<file path="config.mk">
export PLATFORM = sky130hd
export DESIGN_NAME = qed_dup_queue
export DESIGN_NICKNAME = d
export VERILOG_FILES = /design/src/rtl/qed_dup_queue.sv
export SDC_FILE = /design/constraint.sdc
export NUM_CORES = 1
export LEC_CHECK = 0
export CORE_MARGIN = 5
export CORE_UTILIZATION = 55
export DETAILED_ROUTE_END_ITERATION = 7
export GPL_TIMING_DRIVEN = 0
export PLACE_DENSITY_LB_ADDON = 0.1
export SYNTH_ARGS = -nofsm -noshare
export SYNTH_HDL_FRONTEND = slang
export SYNTH_SLANG_ARGS = --single-unit
export TNS_END_PERCENT = 10
</file>
<file path="constraint.sdc">
create_clock -name clk -period 6.95 [get_ports clk]
set_input_delay 0.695 -clock clk [delete_from_list [all_inputs] [get_ports clk]]
set_output_delay 0.695 -clock clk [all_outputs]
set_load 0.1 [all_outputs]
</file>
<file path="src/rtl/qed_dup_queue.sv">
// QED duplicate queue: captures eligible original instructions, remaps their registers to
// the upper register half and replays them in order. Optional idle timeout: QED_DUP_TIMEOUT_EN.
module qed_dup_queue #(
   parameter int DEPTH   = 16,
   parameter int AW      = 4,
   parameter int CNT_W   = 16,
   parameter int TIMEOUT = 64
) (
   input  logic             clk,
   input  logic             reset_x,
   input  logic             ena,
   input  logic             fetch_valid,
   input  logic             stall,
   input  logic [31:0]      ifu_qed_instruction,
   input  logic             qed_drain,
   output logic             exec_dup,
   output logic [31:0]      qed_instruction,
   output logic [AW:0]      qed_occupancy,
   output logic [CNT_W-1:0] qed_orig_cnt,
   output logic [CNT_W-1:0] qed_dup_cnt,
   output logic             qed_consistent,
   output logic             o_dbg_state
);

   typedef enum logic {
      ST_ORIG = 1'b0,
      ST_DUP  = 1'b1
   } state_t;

   localparam logic [31:0]      NOP      = 32'h0000_0013;
   localparam logic [6:0]       OP_R     = 7'b0110011;
   localparam logic [6:0]       OP_IMM   = 7'b0010011;
   localparam logic [6:0]       OP_LUI   = 7'b0110111;
   localparam logic [6:0]       OP_AUIPC = 7'b0010111;
   localparam logic [AW:0]      OCC_FULL = (AW+1)'(DEPTH);
   localparam logic [AW:0]      OCC_ONE  = (AW+1)'(1);
   localparam logic [AW-1:0]    PTR_ONE  = AW'(1);
   localparam logic [CNT_W-1:0] CNT_ONE  = CNT_W'(1);

   state_t            r_state;
   state_t            w_state_next;
   logic [31:0]       r_mem [DEPTH];
   logic [AW-1:0]     r_wr_ptr;
   logic [AW-1:0]     r_rd_ptr;
   logic [AW:0]       r_occ;
   logic [AW:0]       w_occ_next;
   logic [CNT_W-1:0]  r_orig_cnt;
   logic [CNT_W-1:0]  r_dup_cnt;

   logic              w_acc;
   logic              w_elig;
   logic              w_map_rd;
   logic              w_map_rs1;
   logic              w_map_rs2;
   logic [31:0]       w_dup_instr;
   logic              w_push;
   logic              w_pop;
   logic              w_timeout_hit;

   // fetch_valid / ~stall form a valid/ready pair: an instruction is consumed (pushed in
   // ORIG, or its duplicate popped in DUP) only on a cycle where both hold.
   assign w_acc = fetch_valid & ~stall;

   always_comb begin
      w_elig    = 1'b0;
      w_map_rd  = 1'b0;
      w_map_rs1 = 1'b0;
      w_map_rs2 = 1'b0;
      case (ifu_qed_instruction[6:0])
         OP_R: begin
            w_elig    = 1'b1;
            w_map_rd  = 1'b1;
            w_map_rs1 = 1'b1;
            w_map_rs2 = 1'b1;
         end
         OP_IMM: begin
            w_elig    = 1'b1;
            w_map_rd  = 1'b1;
            w_map_rs1 = 1'b1;
         end
         OP_LUI, OP_AUIPC: begin
            w_elig   = 1'b1;
            w_map_rd = 1'b1;
         end
         default: begin
            w_elig = 1'b0;
         end
      endcase

      // Remap xN -> xN+16 by setting bit 4 of each field; x0 must stay x0.
      w_dup_instr = ifu_qed_instruction;
      if (w_map_rd && (ifu_qed_instruction[11:7] != 5'd0)) begin
         w_dup_instr[11] = 1'b1;
      end
      if (w_map_rs1 && (ifu_qed_instruction[19:15] != 5'd0)) begin
         w_dup_instr[19] = 1'b1;
      end
      if (w_map_rs2 && (ifu_qed_instruction[24:20] != 5'd0)) begin
         w_dup_instr[24] = 1'b1;
      end
   end

   assign w_push = ena & (r_state == ST_ORIG) & w_acc & w_elig & (r_occ != OCC_FULL);
   assign w_pop  = ena & (r_state == ST_DUP) & w_acc & (r_occ != '0);

   always_comb begin
      w_occ_next = r_occ;
      if (w_push) begin
         w_occ_next = r_occ + OCC_ONE;
      end else if (w_pop) begin
         w_occ_next = r_occ - OCC_ONE;
      end
   end

`ifdef QED_DUP_TIMEOUT_EN
   localparam int            IW        = $clog2(TIMEOUT) + 1;
   localparam logic [IW-1:0] IDLE_LAST = IW'(TIMEOUT - 1);
   localparam logic [IW-1:0] IDLE_ONE  = IW'(1);

   logic [IW-1:0] r_idle;

   always_ff @(posedge clk or negedge reset_x) begin
      if (!reset_x) begin
         r_idle <= '0;
      end else if (!ena || (r_state == ST_DUP) || (r_occ == '0)) begin
         r_idle <= '0;
      end else begin
         r_idle <= r_idle + IDLE_ONE;
      end
   end

   assign w_timeout_hit = (r_state == ST_ORIG) && (r_occ != '0) && (r_idle == IDLE_LAST);
`else
   // TIMEOUT only matters when the idle counter is built.
   assign w_timeout_hit = (TIMEOUT < 0);
`endif

   always_comb begin
      w_state_next = r_state;
      case (r_state)
         ST_ORIG: begin
            if ((w_occ_next == OCC_FULL) || (qed_drain && (w_occ_next != '0)) ||
                w_timeout_hit) begin
               w_state_next = ST_DUP;
            end
         end
         ST_DUP: begin
            if (w_pop && (w_occ_next == '0)) begin
               w_state_next = ST_ORIG;
            end
         end
         default: begin
            w_state_next = ST_ORIG;
         end
      endcase
      if (!ena) begin
         w_state_next = ST_ORIG;
      end
   end

   always_ff @(posedge clk or negedge reset_x) begin
      if (!reset_x) begin
         r_state <= ST_ORIG;
      end else begin
         r_state <= w_state_next;
      end
   end

   always_ff @(posedge clk or negedge reset_x) begin
      if (!reset_x) begin
         r_wr_ptr <= '0;
         r_rd_ptr <= '0;
         r_occ    <= '0;
      end else if (!ena) begin
         r_wr_ptr <= '0;
         r_rd_ptr <= '0;
         r_occ    <= '0;
      end else begin
         if (w_push) begin
            r_wr_ptr <= r_wr_ptr + PTR_ONE;
         end
         if (w_pop) begin
            r_rd_ptr <= r_rd_ptr + PTR_ONE;
         end
         r_occ <= w_occ_next;
      end
   end

   always_ff @(posedge clk) begin
      if (w_push) begin
         r_mem[r_wr_ptr] <= w_dup_instr;
      end
   end

   // Issue counters saturate at all-ones rather than wrapping.
   always_ff @(posedge clk or negedge reset_x) begin
      if (!reset_x) begin
         r_orig_cnt <= '0;
         r_dup_cnt  <= '0;
      end else if (!ena) begin
         r_orig_cnt <= '0;
         r_dup_cnt  <= '0;
      end else begin
         if (w_push && (r_orig_cnt != '1)) begin
            r_orig_cnt <= r_orig_cnt + CNT_ONE;
         end
         if (w_pop && (r_dup_cnt != '1)) begin
            r_dup_cnt <= r_dup_cnt + CNT_ONE;
         end
      end
   end

   assign exec_dup        = ena & (r_state == ST_DUP);
   assign qed_instruction = (r_occ == '0) ? NOP : r_mem[r_rd_ptr];
   assign qed_occupancy   = r_occ;
   assign qed_orig_cnt    = r_orig_cnt;
   assign qed_dup_cnt     = r_dup_cnt;
   assign qed_consistent  = ena & (r_state == ST_ORIG) & (r_occ == '0) &
                            (r_orig_cnt == r_dup_cnt);
   assign o_dbg_state     = r_state;

endmodule

</file>
==> flow_summary.ini <==
[cells_and_area]
layout_common_cells = edfxtp_1 (512), mux4_2 (160), clkdlybuf4s50_1 (108), clkbuf_16 (56), dfrtp_1 (46)
layout_commonest_cell = edfxtp_1
syn_to_final_growth_pct = 18.8
layout-drive-gt1-share_pct = 25.9
final_nets = 1323

[cts]
cts_max_path_buffers = 3
cts_tree = done
ctsResizeCount = 0
cts_sinks = 558
clk_pin_slew_ns = 0.06
post_cts_buffers = 0
numCtsBuffers = 56
insertion_delay_ns = 0.60
hold_buffers = 0
ctsHtreeMaxLevel = 2
cts-root-buf = clkbuf_16

[yosys]
syn_area_per_cell_um2 = 21.0
synthCells = 1058
synth_ff_type = edfxtp_1
yosysSeqAreaShare_pct = 74.2
synth-async-reset-ratio_pct = 8.24
yosysUniqueCellTypes = 46
synth-seq-cells = 558
yosysWarnings = 0
synth_edf_count = 512
synth_nets = 1105
syn_area_um2 = 22300

[die]
die_w_um = 211
initial_core_util_pct = 55.8
placementRows = 73
num_io_pins = 110
core_area_um2 = 39900
die-area_um2 = 44600
die_h_um = 211

[sta]
min_period_over_period_pct = 73.0
worst_pin_slew_ns = 1.16
max-slew-margin-rel_pct = 22.5
final_hold_viol_count = 0
tns_ns = 0
clock.fmax_mhz = 197
rsz0062_at_grt = no
fin_skew_ns = 0.0134
setup_viol = 0
whs_ns = 0.0218
slew_viol_final = 0
min_period_ns = 5.07

[grt]
grt_start_max_net_pins = 33
globalRouteTotalUtil_pct = 23.4
grt_pass1_wl_um = 76500
antenna_found_initial = 2
overflow = 0
grt_pass1_vias = 11700

[drt]
wirelength_um = 51100
firstDrtPassIters = 5
ant_nets = 0
avgRoutedWirePerCell_um = 27.7
vias = 11200
drt-initial-drc-count = 1076
drc_errors = 0
avgViaCountPerCell = 6.09

[worst_setup_path]
crit_required_ns = 6.25
end_kind = output port
crit_arrival_ns = 4.38
start_kind = flip-flop
worst-path-max-fanout = 10
path_class = reg2out

[run]
drv_cap = 0

[placement]
port_buffers = 109
routabilityCongestion = 0.794
dpl.hpwl_um = 32700

[pwr]
p_leak_nw = 8.41
peakVddDrop_v = 0.000192
power_density_nw_per_um2 = 253

[status]
status = completed

[min_path]
hp-class = in2async
==> flip-flops by register name, summed over array words and instances (netlist names) <==
name	flops
qed_orig_cnt	16
r_mem	512
r_rd_ptr	4
r_wr_ptr	4
qed_dup_cnt	16
qed_occupancy	5
o_dbg_state	1
==> worst paths after layout <==
check	start	to	slack, ns	cells after the start
max in group asynchronous	reset_x	qed_occupancy[1]	6.41	2
hold / removal	reset_x	qed_dup_cnt[6]	0.02	1
min in group clk	qed_dup_cnt[6]	qed_dup_cnt[6]	0.62	2
setup / recovery	r_rd_ptr[1]	qed_instruction[31]	1.88	6
setup reg to reg	qed_occupancy[0]	r_mem[2][15]	3.48	9
hold reg to reg	qed_dup_cnt[6]	qed_dup_cnt[6]	0.62	2
==> cells by family after synthesis <==
group / after synthesis / share of synthesized area (%)
buffers and inverters: 65 / 1.24
multiplexers: 166 / 16.5
flip-flops: 558 / 74.2
AO/OA/AOI/OAI: 29 / 0.832
adder cells (fa/ha/maj): 9 / 0.506
AND/OR/NAND/NOR: 183 / 4.87
XOR/XNOR: 48 / 1.89
==> synth_stat cells (2+ instances only) <==
cell type  instances  share of area (%)
or4_1              4               0.13
a21oi_1           10               0.22
mux4_2           160                 16
or3_1              3              0.084
nor2b_1           30               0.84
dfrtp_1           46                5.2
edfxtp_1         512                 69
nor4_1            12               0.34
or2_1              3              0.084
nor4_4             2               0.19
mux2i_1            6               0.27
nor3_1            12               0.27
xor2_1            22               0.87
and3_1             5               0.14
ha_1               9               0.51
o21ai_0           10               0.22
nand2b_1           2              0.056
nand4_1           12               0.34
and4_1             4               0.16
and2_1             9               0.25
nor3_2             2              0.090
buf_2             19               0.43
nand2_1           22               0.37
xnor2_1           26                1.0
buf_1             10               0.17
inv_1             13               0.22
nand3_1           15               0.34
nor2_1            39               0.66
clkbuf_1          22               0.37
==> critical path, cell delays in order (launching register included) <==
cell and delay [ns]:
dfrtp_1 0.47, clkbuf_1 0.44, clkbuf_1 0.75, mux4_2 0.37, mux4_2 0.22, nor2b_1 0.31
clkdlybuf4s50_1 1.21
==> area by class of cell <==
cell class	instances	area (µm²)
Fill cell	2600	13500
Clock inverter	30	312
Timing Repair Buffer	160	1660
Antenna cell	1	2.50
Inverter	13	48.8
Multi-Input combinational cell	435	5550
Tap cell	525	657
Sequential cell	558	16500
Buffer	52	226
Clock buffer	70	1470
==> per-layer routing <==
metal  up-vias  GRT usage (%)  routed length (µm)
met5         -              0                  11
met4         2           5.45                1090
met3        85           4.54                3650
met2       430           37.9               25300
met1      5915           33.8               21000
li1       4800              -                   -
==> report_power, final <==
part / switching, W / internal [W]
Combinational: 0.0000709 / 0.0000265
Clock: 0.00122 / 0.00172
Sequential: 0.000000448 / 0.00367
==> metrics by stage <==
step	instance area [µm²]	instances	utilization [%]	power (W)	setup slack (ns)
5_1_grt	26500	1844	66.3	0.00691	1.74
2_1_floorplan	22300	1058	-	0.00376	1.10
6_report	26500	1844	66.3	0.00670	1.88
4_1_cts	26500	1843	66.3	0.00675	1.86
3_5_place_dp	24700	1743	61.8	0.00383	2.52
3_3_place_gp	24000	1692	60.2	0.00383	-3.50
Power figures use the tool's default switching activity.
